--- src/rtl/adc_sample_collector_pkg.sv ---
// Shared types and field widths for the ADC sample collector and its entry FIFO.
package adc_collect_pkg;

   localparam int unsigned CHAN_W       = 4;
   localparam int unsigned TAG_W        = 12;
   localparam int unsigned SAMPLE_W     = 16;
   localparam int unsigned SEQ_W        = 16;
   localparam int unsigned DROP_CNT_W   = 16;
   localparam int unsigned SEL_W        = 8;
   localparam int unsigned ENTRY_W      = CHAN_W + TAG_W + SAMPLE_W;
   localparam int unsigned MAX_CHANNELS = 1 << CHAN_W;

   typedef enum logic [2:0] {
      ST_IDLE = 3'b001,
      ST_REQ  = 3'b010,
      ST_CAPT = 3'b100
   } state_t;

   // FIFO entry as seen on rd_data: {chan, tag, sample}
   typedef struct packed {
      logic [CHAN_W-1:0]   chan;
      logic [TAG_W-1:0]    tag;
      logic [SAMPLE_W-1:0] sample;
   } entry_t;

   function automatic logic [DROP_CNT_W-1:0] sat_inc(input logic [DROP_CNT_W-1:0] v);
      return (&v) ? v : v + DROP_CNT_W'(1);
   endfunction

endpackage

--- src/rtl/adc_sample_collector_sync_fifo.sv ---
// Single-clock FIFO with registered read port; a push into a full FIFO succeeds
// only when a pop happens in the same cycle.
module sync_fifo #(
   parameter int unsigned WIDTH = 32,
   parameter int unsigned DEPTH = 64
) (
   input  logic                     clk,
   input  logic                     reset,
   input  logic                     wr_en,
   input  logic [WIDTH-1:0]         wr_data,
   input  logic                     rd_en,
   output logic [WIDTH-1:0]         rd_data,
   output logic                     rd_valid,
   output logic [$clog2(DEPTH):0]   count,
   output logic                     full_c
);

   localparam int unsigned AW = $clog2(DEPTH);
   localparam int unsigned CW = AW + 1;

   logic [WIDTH-1:0] mem [DEPTH];
   logic [AW-1:0]    wr_ptr;
   logic [AW-1:0]    rd_ptr;
   logic             empty_c;
   logic             pop_c;
   logic             push_c;

   assign full_c  = (count == CW'(DEPTH));
   assign empty_c = (count == '0);
   assign pop_c   = rd_en && !empty_c;
   assign push_c  = wr_en && (!full_c || pop_c);

   always_ff @(posedge clk) begin
      if (push_c) mem[wr_ptr] <= wr_data;
   end

   always_ff @(posedge clk) begin
      if (reset) begin
         wr_ptr   <= '0;
         rd_ptr   <= '0;
         count    <= '0;
         rd_data  <= '0;
         rd_valid <= 1'b0;
      end else begin
         rd_valid <= pop_c;
         if (pop_c) begin
            rd_data <= mem[rd_ptr];
            rd_ptr  <= rd_ptr + AW'(1);
         end
         if (push_c) wr_ptr <= wr_ptr + AW'(1);
         if (push_c && !pop_c)      count <= count + CW'(1);
         else if (pop_c && !push_c) count <= count - CW'(1);
      end
   end

endmodule

--- src/rtl/adc_sample_collector.sv ---
// Round-robin ADC sample collector: polls channels, captures fresh sequence numbers into a FIFO.
// Optional macro ADC_COLLECT_TIMESTAMP_EN replaces the seq-derived tag with a 12-bit cycle counter.
module adc_sample_collector
   import adc_collect_pkg::*;
#(
   parameter int unsigned NUM_CHANNELS = 8,
   parameter int unsigned FIFO_DEPTH   = 64
) (
   input  logic                         clk,
   input  logic                         reset,
   input  logic                         poll_en,
   input  logic [NUM_CHANNELS-1:0]      chan_mask,
   output logic                         output_sample,
   output logic [SEL_W-1:0]             channel_select,
   input  logic [SEQ_W+SAMPLE_W-1:0]    sample_data,
   input  logic                         rd_en,
   output logic [ENTRY_W-1:0]           rd_data,
   output logic                         rd_valid,
   output logic [$clog2(FIFO_DEPTH):0]  fifo_count,
   output logic                         overflow,
   input  logic                         clr_overflow,
   output logic [DROP_CNT_W-1:0]        drop_count
);

   state_t                  state;
   logic [CHAN_W-1:0]       idx;
   logic [CHAN_W-1:0]       idx_next_c;
   logic [SEQ_W-1:0]        last_seq [MAX_CHANNELS];
   logic [MAX_CHANNELS-1:0] mask_pad_c;
   logic [SEQ_W-1:0]        seq_c;
   logic [TAG_W-1:0]        tag_c;
   logic                    push_c;
   logic                    drop_c;
   logic                    fifo_full_c;
   entry_t                  entry_c;

   assign mask_pad_c = MAX_CHANNELS'(chan_mask);
   assign seq_c      = sample_data[SAMPLE_W +: SEQ_W];
   assign idx_next_c = (idx == CHAN_W'(NUM_CHANNELS - 1)) ? '0 : idx + CHAN_W'(1);

`ifdef ADC_COLLECT_TIMESTAMP_EN
   logic [TAG_W-1:0] ts_cnt;

   always_ff @(posedge clk) begin
      if (reset) ts_cnt <= '0;
      else       ts_cnt <= ts_cnt + TAG_W'(1);
   end

   assign tag_c = ts_cnt;
`else
   assign tag_c = seq_c[TAG_W-1:0];
`endif

   // Change detection always compares the full sequence number
   assign push_c = (state == ST_CAPT) && mask_pad_c[idx] && (seq_c != last_seq[idx]);
   assign drop_c = push_c && fifo_full_c && !rd_en;

   always_comb begin
      entry_c        = '0;
      entry_c.chan   = idx;
      entry_c.tag    = tag_c;
      entry_c.sample = sample_data[SAMPLE_W-1:0];
   end

   // Polling FSM: one REQ cycle then one CAPT cycle per channel
   always_ff @(posedge clk) begin
      if (reset) begin
         state          <= ST_IDLE;
         idx            <= '0;
         output_sample  <= 1'b0;
         channel_select <= '0;
         for (int i = 0; i < int'(MAX_CHANNELS); i++) last_seq[i] <= '0;
      end else begin
         unique case (state)
            ST_IDLE: begin
               if (poll_en) begin
                  state          <= ST_REQ;
                  output_sample  <= 1'b1;
                  channel_select <= SEL_W'(idx);
               end
            end
            ST_REQ: begin
               state          <= ST_CAPT;
               output_sample  <= 1'b0;
               channel_select <= '0;
            end
            ST_CAPT: begin
               last_seq[idx] <= seq_c;
               idx           <= idx_next_c;
               if (poll_en) begin
                  state          <= ST_REQ;
                  output_sample  <= 1'b1;
                  channel_select <= SEL_W'(idx_next_c);
               end else begin
                  state <= ST_IDLE;
               end
            end
            default: begin
               state          <= ST_IDLE;
               output_sample  <= 1'b0;
               channel_select <= '0;
            end
         endcase
      end
   end

   // Sticky overflow and saturating drop counter; clear wins over a same-cycle drop
   always_ff @(posedge clk) begin
      if (reset) begin
         overflow   <= 1'b0;
         drop_count <= '0;
      end else if (clr_overflow) begin
         overflow   <= 1'b0;
         drop_count <= '0;
      end else if (drop_c) begin
         overflow   <= 1'b1;
         drop_count <= sat_inc(drop_count);
      end
   end

   sync_fifo #(
      .WIDTH (ENTRY_W),
      .DEPTH (FIFO_DEPTH)
   ) u_fifo (
      .clk      (clk),
      .reset    (reset),
      .wr_en    (push_c),
      .wr_data  (entry_c),
      .rd_en    (rd_en),
      .rd_data  (rd_data),
      .rd_valid (rd_valid),
      .count    (fifo_count),
      .full_c   (fifo_full_c)
   );

endmodule

--- config.mk ---
export PLATFORM = sky130hd
export DESIGN_NAME = adc_sample_collector
export DESIGN_NICKNAME = d
export VERILOG_FILES = /design/src/rtl/adc_sample_collector_pkg.sv /design/src/rtl/adc_sample_collector_sync_fifo.sv /design/src/rtl/adc_sample_collector.sv
export SDC_FILE = /design/constraint.sdc
export NUM_CORES = 2
export LEC_CHECK = 0
export ABC_AREA = 1
export CORE_MARGIN = 8
export CORE_UTILIZATION = 50
export DETAILED_ROUTE_END_ITERATION = 16
export GPL_ROUTABILITY_DRIVEN = 0
export HOLD_SLACK_MARGIN = 0.03
export PLACE_DENSITY = 0.66
export REMOVE_ABC_BUFFERS = 1
export SLEW_MARGIN = 10
export SYNTH_ARGS = -nofsm -noshare
export SYNTH_HDL_FRONTEND = slang
export SYNTH_SLANG_ARGS = --single-unit
--- constraint.sdc ---
create_clock -name clk -period 10.64 [get_ports clk]
set_input_delay 2.128 -clock clk [delete_from_list [all_inputs] [get_ports clk]]
set_output_delay 2.128 -clock clk [all_outputs]
set_load 0.02 [all_outputs]
==> flow_metrics.py <==
metrics = {
    "run_status": {
        "status": "complete, no violations",
    },
    "sta": {
        "fin_tns_setup_ns": 0,
        "setup_ws_ns": 4.77,
        "relSlewSlack": 0.105,
        "setup_viol": 0,
        "fin_skew_ns": 0.0553,
        "slew_violations": 0,
        "post-route-period-util": 0.552,
        "max_freq_mhz": 170,
        "worstMarginPinSlew_ns": 1.34,
        "rsz0062_at_grt": "false",
        "hold_viol": 0,
        "fin_crit_ns": 5.87,
    },
    "grt": {
        "antenna_found_initial": 10,
        "grt_pass1_wl_um": 418000,
        "grt_pass1_vias": 59688,
        "grt-ovfl-total": 0,
        "grt_max_degree": 202,
        "grt_usage": 0.276,
    },
    "detailed_routing": {
        "wire_per_inst_um": 28.7,
        "drc_errors": 0,
        "viasPerCell": 6.27,
        "dr.pass1.iters": 6,
        "routed_wl_um": 293000,
        "first_iter_violations": 9658,
        "vias": 64066,
        "ant_nets": 0,
    },
    "die": {
        "core_area_um2": 190000,
        "ios": 111,
        "rows": 160,
        "die_w_um": 453,
        "start_util": 0.502,
        "die-area_um2": 205000,
        "die_height_um": 453,
    },
    "setup_path": {
        "critPathMaxStageDelay_ns": 0.81,
        "cp-end-kind": "register",
        "path_common_cell": "nand2_1",
        "cp-start-kind": "register",
        "cp_data_arrival_time_ns": 6.62,
        "path_class": "register to register",
        "critPathSlowestCell": "buf_4",
        "required_ns": 11.39,
        "cp_max_fo": 83,
    },
    "synthesis": {
        "netlist_area_um2": 95300,
        "ys_ff_latch": 2389,
        "syn_avg_cell_area_um2": 12.5,
        "netlist_instances": 7608,
        "ys_types": 40,
        "yosysSeqAreaShare": 0.744,
        "ys_warn_count": 0,
    },
    "clock_network": {
        "htree_levels": 4,
        "cts_resized": 0,
        "clk_latency_ns": 0.88,
        "cts_root_buffer": "clkbuf_16",
        "cts_buffers": 231,
        "path_clk_slew_ns": 0.06,
        "ctsHoldBuffers": 0,
        "post-cts-setup-buffer-count": 0,
        "cts_tree": "done",
        "clock-sinks": 2389,
        "clock_path_buffers": 3,
    },
    "layout": {
        "finish.utilization": 0.559,
        "drive_gt1_frac": 0.0731,
        "fin_nets": 7564,
        "area_growth_pct": 11.4,
        "stdcell_area_um2": 106000,
    },
    "power": {
        "power_density_nw_per_um2": 209,
        "leakage_nw": 34.8,
        "ir_worst_vdd_v": 0.000164,
    },
    "worst_hold_path": {
        "hold_path_class": "register to register",
    },
    "run": {
        "maxCapViolCount": 0,
    },
    "placed_design": {
        "pre_cts_ws_ns": 4.19,
        "io_buffers": 106,
        "dp.final_hpwl_um": 162000,
        "postPlaceCellArea_um2": 98600,
    },
}
==> kinds of logic after synthesis <==
logic type	count (synthesis)	share of synthesized area
buffers and inverters	767	0.0316
adders and majority gates	14	0.00192
xor gates and xnor gates	8	0.000735
DFF	2389	0.744
and+or+nand+nor	2633	0.112
other	1	0.0000394
AOI/OAI and AO/OA	1796	0.109
==> metrics by stage <==
step,hold slack (ns),power [mW],cells
2_1_floorplan,0.405,12.8,7069
3_3_place_gp,0.417,14.1,9782
3_5_place_dp,0.428,14.1,9782
4_1_cts,0.437,22.1,10216
5_1_grt,0.473,22.7,10217
6_report,0.435,22.1,10225
==> worst paths after layout <==
kind / startpoint / to / slack [ns] / cells after the start
worst max-delay path: register / u_fifo.count[5] / 4.77 / 28
worst min register to register: state[2] / state[2] / 0.44 / 1
worst min-delay path: state[2] / state[2] / 0.44 / 1
worst max register to register: register / u_fifo.count[5] / 4.77 / 28
==> cell type report <==
type	count	area, um^2
fill	15261	83700
sequential	2389	70900
multi-input combinational	4455	21900
clock buffer	292	6210
tap	2511	3140
timing repair buffer	203	1810
clock inverter	142	1270
inverter	225	878
antenna	8	20.0
==> state kept, by name, summed over array words and instances (netlist names), 3 cells and up, named ones only <==
signal	flops
channel_select	4
drop_count	16
idx	4
last_seq	256
state	3
u_fifo.count	7
u_fifo.mem	2048
u_fifo.rd_data	32
u_fifo.rd_ptr	6
u_fifo.wr_ptr	6
==> placed cells by master (no fill, tap or decap), types with 70 or more instances in the layout <==
cell / Yosys / routed
o211ai_1: 98 / 98
a21oi_1: 95 / 95
o22ai_1: 319 / 319
o221ai_1: 196 / 196
clkbuf_16: 0 / 234
edfxtp_1: 2304 / 2304
clkdlybuf4s50_1: 0 / 78
nand4_1: 71 / 71
nor2_1: 1453 / 1396
o21ai_0: 1061 / 1061
inv_1: 199 / 196
buf_4: 14 / 104
nand3_1: 406 / 406
dfxtp_1: 85 / 74
nand2_1: 670 / 670
clkinv_1: 21 / 70
==> cell usage after synthesis <==
library cell	n	area, um^2
buf_4	14	105
o22ai_1	319	2000
nor2_8	1	20.0
o21ai_1	7	35.0
nand2_2	5	31.3
nand2_1	670	2510
nor4_1	4	25.0
nor2_2	8	50.1
nand2_4	1	11.3
nand3_4	4	70.1
dfxtp_1	85	1700
inv_4	1	6.26
nand3_1	406	2030
nand4_1	71	444
conb_1	1	3.75
a21oi_1	95	475
xnor2_1	1	8.76
clkbuf_1	442	1660
inv_2	4	15.0
and2_1	1	6.26
o21bai_1	11	82.6
o211ai_1	98	736
o211a_1	2	20.0
o221ai_1	196	1720
buf_6	4	45.0
o21ai_0	1061	5310
nor3_1	8	40.0
nor2_1	1453	5450
a31oi_1	5	31.3
ha_1	13	163
fa_1	1	20.0
buf_2	37	185
inv_1	199	747
nor2_4	1	11.3
o31ai_1	1	7.51
edfxtp_1	2304	69200
clkinv_1	21	78.8
o2111ai_1	1	8.76
buf_1	45	169
xor2_1	7	61.3
==> where the power goes <==
part | leakage (nW) | switching, mW | internal [mW]
logic | 9.36 | 2.68 | 0.877
clock network | 3.67 | 3.59 | 4.54
registers | 21.8 | 0.0783 | 10.4
total | 34.8 | 6.34 | 15.8
==> layer usage <==
metal / track usage / up-vias / part of all wire
met5: 0 / - / 0.000048
met4: 0.145 / 4 / 0.061
met3: 0.0574 / 693 / 0.11
met2: 0.421 / 4024 / 0.45
met1: 0.374 / 31607 / 0.38
li1: - / 27738 / -
==> critical path: cells and delay by family (launching register included) <==
kind / cells / cell delay (ns)
AOI/OAI and AO/OA: 4 / 0.73
adders and majority gates: 2 / 0.56
buffers and inverters: 6 / 1.78
DFF: 1 / 0.56
and+or+nand+nor: 16 / 1.96
Note: power is estimated with default switching activity, not from simulation.
